$ cat config.mk
export PLATFORM = sky130hd
export DESIGN_NAME = alu_arbiter_flat
export DESIGN_NICKNAME = d
export VERILOG_FILES = /design/src/rtl/alu_pkg.sv /design/src/rtl/alu_arbiter_if.sv /design/src/rtl/alu_core.sv /design/src/rtl/alu_arbiter.sv /design/src/flat_wrapper.sv
export SDC_FILE = /design/constraint.sdc
export NUM_CORES = 1
export LEC_CHECK = 0
export ABC_AREA = 1
export CORE_MARGIN = 2
export CORE_UTILIZATION = 40
export CTS_CLUSTER_SIZE = 8
export DETAILED_ROUTE_END_ITERATION = 6
export DONT_BUFFER_PORTS = 1
export PLACE_DENSITY_LB_ADDON = 0.25
export SKIP_LAST_GASP = 1
export SYNTH_ARGS = -nofsm -noshare
export SYNTH_HDL_FRONTEND = slang
export SYNTH_SLANG_ARGS = --single-unit
$ cat constraint.sdc
create_clock -name clk -period 3.58 [get_ports clk]
set_clock_uncertainty 0.2 [all_clocks]
set_input_delay 0.537 -clock clk [delete_from_list [all_inputs] [get_ports clk]]
set_output_delay 0.537 -clock clk [all_outputs]
set_load 0.1 [all_outputs]
$ cat src/rtl/alu_pkg.sv
// Shared ALU constants and types for the two-requester ALU arbiter.
package alu_pkg;
  localparam int DATA_W = 32;

  localparam logic [2:0] OP_AND  = 3'b000;
  localparam logic [2:0] OP_OR   = 3'b001;
  localparam logic [2:0] OP_ADD  = 3'b010;
  localparam logic [2:0] OP_ILL  = 3'b011;
  localparam logic [2:0] OP_ANDN = 3'b100;
  localparam logic [2:0] OP_ORN  = 3'b101;
  localparam logic [2:0] OP_SUB  = 3'b110;
  localparam logic [2:0] OP_SLT  = 3'b111;

  typedef enum logic {ST_EMPTY, ST_FULL} arb_state_e;

  typedef struct packed {
    logic [DATA_W-1:0] a;
    logic [DATA_W-1:0] b;
    logic [2:0]        sel;
  } alu_req_t;

  typedef struct packed {
    logic              id;
    logic [DATA_W-1:0] data;
    logic              zero;
    logic              err;
  } alu_rsp_t;
endpackage

$ cat src/rtl/alu_arbiter_if.sv
// Requester and response handshake bundle for alu_arbiter.
interface alu_arbiter_if;
  import alu_pkg::*;

  logic              r0_valid, r0_ready;
  logic [DATA_W-1:0] r0_a, r0_b;
  logic [2:0]        r0_sel;
  logic              r1_valid, r1_ready;
  logic [DATA_W-1:0] r1_a, r1_b;
  logic [2:0]        r1_sel;
  logic              rsp_valid, rsp_ready, rsp_id, rsp_zero, rsp_err;
  logic [DATA_W-1:0] rsp_data;

  modport master (
    output r0_valid, r0_a, r0_b, r0_sel, r1_valid, r1_a, r1_b, r1_sel, rsp_ready,
    input  r0_ready, r1_ready, rsp_valid, rsp_id, rsp_data, rsp_zero, rsp_err
  );
  modport slave (
    input  r0_valid, r0_a, r0_b, r0_sel, r1_valid, r1_a, r1_b, r1_sel, rsp_ready,
    output r0_ready, r1_ready, rsp_valid, rsp_id, rsp_data, rsp_zero, rsp_err
  );
endinterface

$ cat src/rtl/alu_core.sv
// Combinational ALU: logic ops, wrapping add/sub, signed set-less-than.
module alu_core
  import alu_pkg::*;
(
  input  logic [DATA_W-1:0] a,
  input  logic [DATA_W-1:0] b,
  input  logic [2:0]        sel,
  output logic [DATA_W-1:0] result,
  output logic              zero,
  output logic              err
);
  always_comb begin
    result = '0;
    err    = 1'b0;
    case (sel)
      OP_AND:  result = a & b;
      OP_OR:   result = a | b;
      OP_ADD:  result = a + b;
      OP_ANDN: result = a & ~b;
      OP_ORN:  result = a | ~b;
      OP_SUB:  result = a - b;
      OP_SLT:  result = {{(DATA_W-1){1'b0}}, ($signed(a) < $signed(b))};
      default: err    = 1'b1;  // OP_ILL: defined zero result, flagged
    endcase
  end

  assign zero = (result == '0);
endmodule

$ cat src/rtl/alu_arbiter.sv
// Two-requester round-robin front end for one shared ALU with a one-deep
// response register. Define ALU_ARB_STATS_EN to add saturating grant counters.
module alu_arbiter
  import alu_pkg::*;
#(
  parameter int CNT_W = 16
) (
  input  logic         clk,
  input  logic         rst_n,
  alu_arbiter_if.slave bus
`ifdef ALU_ARB_STATS_EN
  ,
  output logic [CNT_W-1:0] gnt_cnt0,
  output logic [CNT_W-1:0] gnt_cnt1
`endif
);
  if (CNT_W < 1) begin : g_bad_cnt_w
    $error("alu_arbiter: CNT_W must be at least 1");
  end

  arb_state_e state_q, state_d;
  logic       ptr_q, ptr_d;
  alu_rsp_t   rsp_q, rsp_d;

  logic              can_gnt, gnt0, gnt1;
  alu_req_t          req;
  logic [DATA_W-1:0] alu_res;
  logic              alu_zero, alu_err;

  // Same-cycle drain and refill when the consumer is taking the held result.
  assign can_gnt = rst_n && ((state_q == ST_EMPTY) || bus.rsp_ready);
  assign gnt0    = can_gnt && bus.r0_valid && (!bus.r1_valid || ptr_q);
  assign gnt1    = can_gnt && bus.r1_valid && (!bus.r0_valid || !ptr_q);

  assign bus.r0_ready = gnt0;
  assign bus.r1_ready = gnt1;

  assign req = gnt1 ? '{a: bus.r1_a, b: bus.r1_b, sel: bus.r1_sel}
                    : '{a: bus.r0_a, b: bus.r0_b, sel: bus.r0_sel};

  alu_core u_alu (
    .a      (req.a),
    .b      (req.b),
    .sel    (req.sel),
    .result (alu_res),
    .zero   (alu_zero),
    .err    (alu_err)
  );

  always_comb begin
    state_d = state_q;
    ptr_d   = ptr_q;
    rsp_d   = rsp_q;
    if (gnt0 || gnt1) begin
      state_d = ST_FULL;
      ptr_d   = gnt1;
      rsp_d   = '{id: gnt1, data: alu_res, zero: alu_zero, err: alu_err};
    end else if (state_q == ST_FULL && bus.rsp_ready) begin
      state_d = ST_EMPTY;
    end
  end

  always_ff @(posedge clk or negedge rst_n) begin
    if (!rst_n) begin
      state_q <= ST_EMPTY;
      ptr_q   <= 1'b1;
      rsp_q   <= '0;
    end else begin
      state_q <= state_d;
      ptr_q   <= ptr_d;
      rsp_q   <= rsp_d;
    end
  end

  assign bus.rsp_valid = (state_q == ST_FULL);
  assign bus.rsp_id    = rsp_q.id;
  assign bus.rsp_data  = rsp_q.data;
  assign bus.rsp_zero  = rsp_q.zero;
  assign bus.rsp_err   = rsp_q.err;

`ifdef ALU_ARB_STATS_EN
  logic [CNT_W-1:0] cnt0_q, cnt0_d, cnt1_q, cnt1_d;

  always_comb begin
    cnt0_d = (gnt0 && cnt0_q != '1) ? cnt0_q + 1'b1 : cnt0_q;
    cnt1_d = (gnt1 && cnt1_q != '1) ? cnt1_q + 1'b1 : cnt1_q;
  end

  always_ff @(posedge clk or negedge rst_n) begin
    if (!rst_n) begin
      cnt0_q <= '0;
      cnt1_q <= '0;
    end else begin
      cnt0_q <= cnt0_d;
      cnt1_q <= cnt1_d;
    end
  end

  assign gnt_cnt0 = cnt0_q;
  assign gnt_cnt1 = cnt1_q;
`endif
endmodule

$ cat src/flat_wrapper.sv
// flat-port wrapper written by rule: the top's interface ports become plain ports
module alu_arbiter_flat import alu_pkg::*;
#(
  parameter int CNT_W = 16
)
  (clk, rst_n, bus_r0_valid, bus_r0_a, bus_r0_b, bus_r0_sel, bus_r1_valid, bus_r1_a, bus_r1_b, bus_r1_sel, bus_rsp_ready, bus_r0_ready, bus_r1_ready, bus_rsp_valid, bus_rsp_id, bus_rsp_data, bus_rsp_zero, bus_rsp_err);
  alu_arbiter_if bus_i ();
  input  logic clk;
  input  logic rst_n;
  input wire logic [$bits(bus_i.r0_valid)-1:0] bus_r0_valid;
  input wire logic [$bits(bus_i.r0_a)-1:0] bus_r0_a;
  input wire logic [$bits(bus_i.r0_b)-1:0] bus_r0_b;
  input wire logic [$bits(bus_i.r0_sel)-1:0] bus_r0_sel;
  input wire logic [$bits(bus_i.r1_valid)-1:0] bus_r1_valid;
  input wire logic [$bits(bus_i.r1_a)-1:0] bus_r1_a;
  input wire logic [$bits(bus_i.r1_b)-1:0] bus_r1_b;
  input wire logic [$bits(bus_i.r1_sel)-1:0] bus_r1_sel;
  input wire logic [$bits(bus_i.rsp_ready)-1:0] bus_rsp_ready;
  output wire logic [$bits(bus_i.r0_ready)-1:0] bus_r0_ready;
  output wire logic [$bits(bus_i.r1_ready)-1:0] bus_r1_ready;
  output wire logic [$bits(bus_i.rsp_valid)-1:0] bus_rsp_valid;
  output wire logic [$bits(bus_i.rsp_id)-1:0] bus_rsp_id;
  output wire logic [$bits(bus_i.rsp_data)-1:0] bus_rsp_data;
  output wire logic [$bits(bus_i.rsp_zero)-1:0] bus_rsp_zero;
  output wire logic [$bits(bus_i.rsp_err)-1:0] bus_rsp_err;
  assign bus_i.r0_valid = bus_r0_valid;
  assign bus_i.r0_a = bus_r0_a;
  assign bus_i.r0_b = bus_r0_b;
  assign bus_i.r0_sel = bus_r0_sel;
  assign bus_i.r1_valid = bus_r1_valid;
  assign bus_i.r1_a = bus_r1_a;
  assign bus_i.r1_b = bus_r1_b;
  assign bus_i.r1_sel = bus_r1_sel;
  assign bus_i.rsp_ready = bus_rsp_ready;
  assign bus_r0_ready = bus_i.r0_ready;
  assign bus_r1_ready = bus_i.r1_ready;
  assign bus_rsp_valid = bus_i.rsp_valid;
  assign bus_rsp_id = bus_i.rsp_id;
  assign bus_rsp_data = bus_i.rsp_data;
  assign bus_rsp_zero = bus_i.rsp_zero;
  assign bus_rsp_err = bus_i.rsp_err;
  alu_arbiter #(.CNT_W(CNT_W)) u_core (.clk(clk), .rst_n(rst_n), .bus(bus_i));
endmodule
==> impl_results.md <==
* Area growth syn-to-layout at 71.7%
* Yosys reg bits at 37
* HPWL after DPL at around 28000 um
* Setup_tns at -1.72 ns
* Post-synthesis cell count at around 1400
* Fraction of registers with async set/reset at 100%
* H-Tree Depth at 2
* Die Wd at between 100 and 150 um
* Post-Syn Nets at about 1600
* Final number of setup-violating endpoints at 13
* Max clock buf depth at 2
* Final Slew Violations at 0
* Area post-placement at 0.0106 mm^2
* Max VDD drop at approximately 0.00021 V
* Post-synthesis sequential area ratio at a little under an eighth
* Slowest stage delay, CP at roughly 0.50 ns
* DRT Pass-1 Iters at 5
* Vias per cell at between 5 and 6
* Status: finished, violations left
* Leakage power at ~0.0066 uW
* Most frequent CP cell: nand2_1
* First-pass GRT wire length at between 50000 and 60000 um
* Mapped cell area at a little under 0.008 mm^2
* Failing checks: setup timing
* Crit path max fanout at 4
* Peak Freq at roughly 260 MHz
* Slowest CP cell: dfrtp_4
* Design area at around 0.014 mm^2
* Setup WS post-layout at -0.283 ns
* # rows at 51
* R2R cell count at 27
* Detailed router's first-iteration violation count at 873
* # IOs at about 180
* TritonCTS buffer count at 5
* Gr usage total at between 30% and 40%
* Worst Path Buf+Inv at 7
* RSZ-0062 raised after global routing: yes
* Core outline area at ~0.019 mm^2
* Fin util at a little over two thirds
* CTS sink cnt at 37
* Hold slack at 0.250 ns
* Routability Congestion at ~1.0
* Nets@finish at between 1500 and 2000
* DRC at 0
* Clock root cell: clkbuf_16
* Maximum number of pins on one net before global-route repair at 39
* Hold depth at 3
* Synth cell types at between 40 and 50
* Share of cells above drive strength 1 at between 40% and 50%
* # diodes at 0
* Initial Util at around two fifths
* Number of synthesized flops with an enable pin at 0
* Final hold violation count at 0
* Max cap viols at 0
* Top FF cell, synth: dfrtp_1
* Worst-path clk slew at ~0.060 ns
* Critical Path Stages at 27
* CP Data Arrival Time at about 3.9 ns
* PwrDens at between 400 and 500 mW/mm^2
* Crit. End Element: flip-flop
* Critical path launch point type: flip-flop
* Antenna-violating nets left at 0
* Tightest Pin Transition at 1.09 ns
* CTS tree: yes
* Grt ovf at 0
* Synthesized area per cell at 5.52 um^2
* Die Ht at around 140 um
* Wire per inst at between 15 and 20 um
* Hold Crit Class: input port to flip-flop
* Final period util at 108%
* Die area at 0.0208 mm^2
* IO buf count at 0
* CP top delay family: simple AND/OR/NAND/NOR gates
* Vias at ~11000
* WP data required at 3.60 ns
* Initial antenna violation count at 0
* Pre-CTS setup slack at -0.690 ns
* Number of global-route vias before repair at just over 10000
* Yosys warning total at 0
* Worst-skew pair later-pin latency at 0.28 ns
* Worst rel slew slack at 26.9%
* Fillers at between 1500 and 2000
* Min Tclk post-route at about 3.9 ns
* Setup Crit Path Kind: flip-flop to flip-flop
* Routed WL at around 37000 um
## report_power, final
| part | switching, uW | internal (uW) | total [uW] |
|---|---|---|---|
| clock network | 155 | 255 | 410 |
| logic | 2410 | 2050 | 4460 |
| registers | 1230 | 551 | 1780 |
| total | 3790 | 2860 | 6650 |
## per-stage QoR
step	std cells	power, uW
after floorplan	1426	3490
after global placement	1975	5020
after detailed placement	1975	5050
after CTS	2036	6020
after global routing	2066	7020
final	2066	6650
## worst paths after layout
kind	to	start	slack, ns
worst max-delay path	u_core.bus.rsp_zero	u_core.bus.rsp_valid	-0.28
worst min-delay path	u_core.bus.rsp_valid	bus_rsp_ready	0.25
worst max register to register	u_core.bus.rsp_zero	u_core.bus.rsp_valid	-0.28
worst min register to register	u_core.ptr_q	u_core.ptr_q	0.35
max in group asynchronous	u_core.ptr_q	rst_n	2.42
min in group asynchronous	u_core.bus.rsp_data[1]	rst_n	0.52
## cell usage in the layout (no fill, tap or decap), types with 37 or more instances in the layout
master   count
nor2_2      41
inv_2       46
nand2_2     63
nand3_1     69
nand2_1    347
inv_1      154
o21ai_0     47
a21oi_2     37
a21oi_1     53
buf_6       39
buf_4      359
nor2_1      99
## layout make-up
cell class	instances	area [um^2]	share of cell area (%)
clock buffers	6	129	0.953
clock inverters	2	10.0	0.0741
inverters	205	792	5.86
multi-input cells	1131	7740	57.3
flip-flops and latches	37	931	6.89
well taps	265	332	2.45
repair buffers	420	3580	26.5
## layer usage
layer / part of all wire [%] / up-vias / global-route usage, %
li1: - / 5350 / -
met1: 45 / 5164 / 48.8
met2: 44 / 475 / 52.3
met3: 8.3 / 60 / 3.68
met4: 2.5 / 0 / 5.98
met5: 0 / - / 0
## sequential cells by signal (all words and copies together) (netlist names)
| signal | flops |
|---|---|
| u_core.bus.rsp_data | 32 |
| u_core.bus.rsp_err | 1 |
| u_core.bus.rsp_id | 1 |
| u_core.bus.rsp_valid | 1 |
| u_core.bus.rsp_zero | 1 |
| u_core.ptr_q | 1 |
## cells by family after synthesis
| logic type | count (synthesis) | synth area share [%] |
|---|---|---|
| AO/OA/AOI/OAI | 308 | 22.7 |
| XOR/XNOR | 32 | 3.56 |
| adder cells (fa/ha/maj) | 60 | 9.63 |
| buffers and inverters | 261 | 13.8 |
| flip-flops | 37 | 11.8 |
| multiplexers | 1 | 0.127 |
| AND/OR/NAND/NOR | 727 | 38.4 |
## tightest hold or removal path: stages
cell	delay (ns)
inv_2	0.04
nand2_4	0.07
nand2_1	0.05
## synthesized netlist by cell type, types with 12 or more instances
library cell	number	area, um^2
xor2_1	15	131
nor3_1	19	95.1
o21ai_1	27	135
buf_2	22	110
ha_1	59	738
inv_1	198	743
a31oi_1	19	119
nand4_1	12	75.1
xnor2_1	17	149
nand3_1	92	460
dfrtp_1	36	901
a21oi_1	101	505
clkbuf_1	20	75.1
nand2_1	405	1520
o211ai_1	14	105
o21ai_0	92	460
nand2_2	14	87.6
nor2_1	161	604
## repair_timing
item                                    4_1_cts  5_1_grt
hold buffers                                  2        0
endpoints found under the setup margin       23       24
pin swaps                                    92      124
endpoints found under the hold margin        37        0
setup buffers                                48       32
resized for setup                           268      272
cloned                                        6        1
Note: power is estimated with default switching activity, not from simulation.
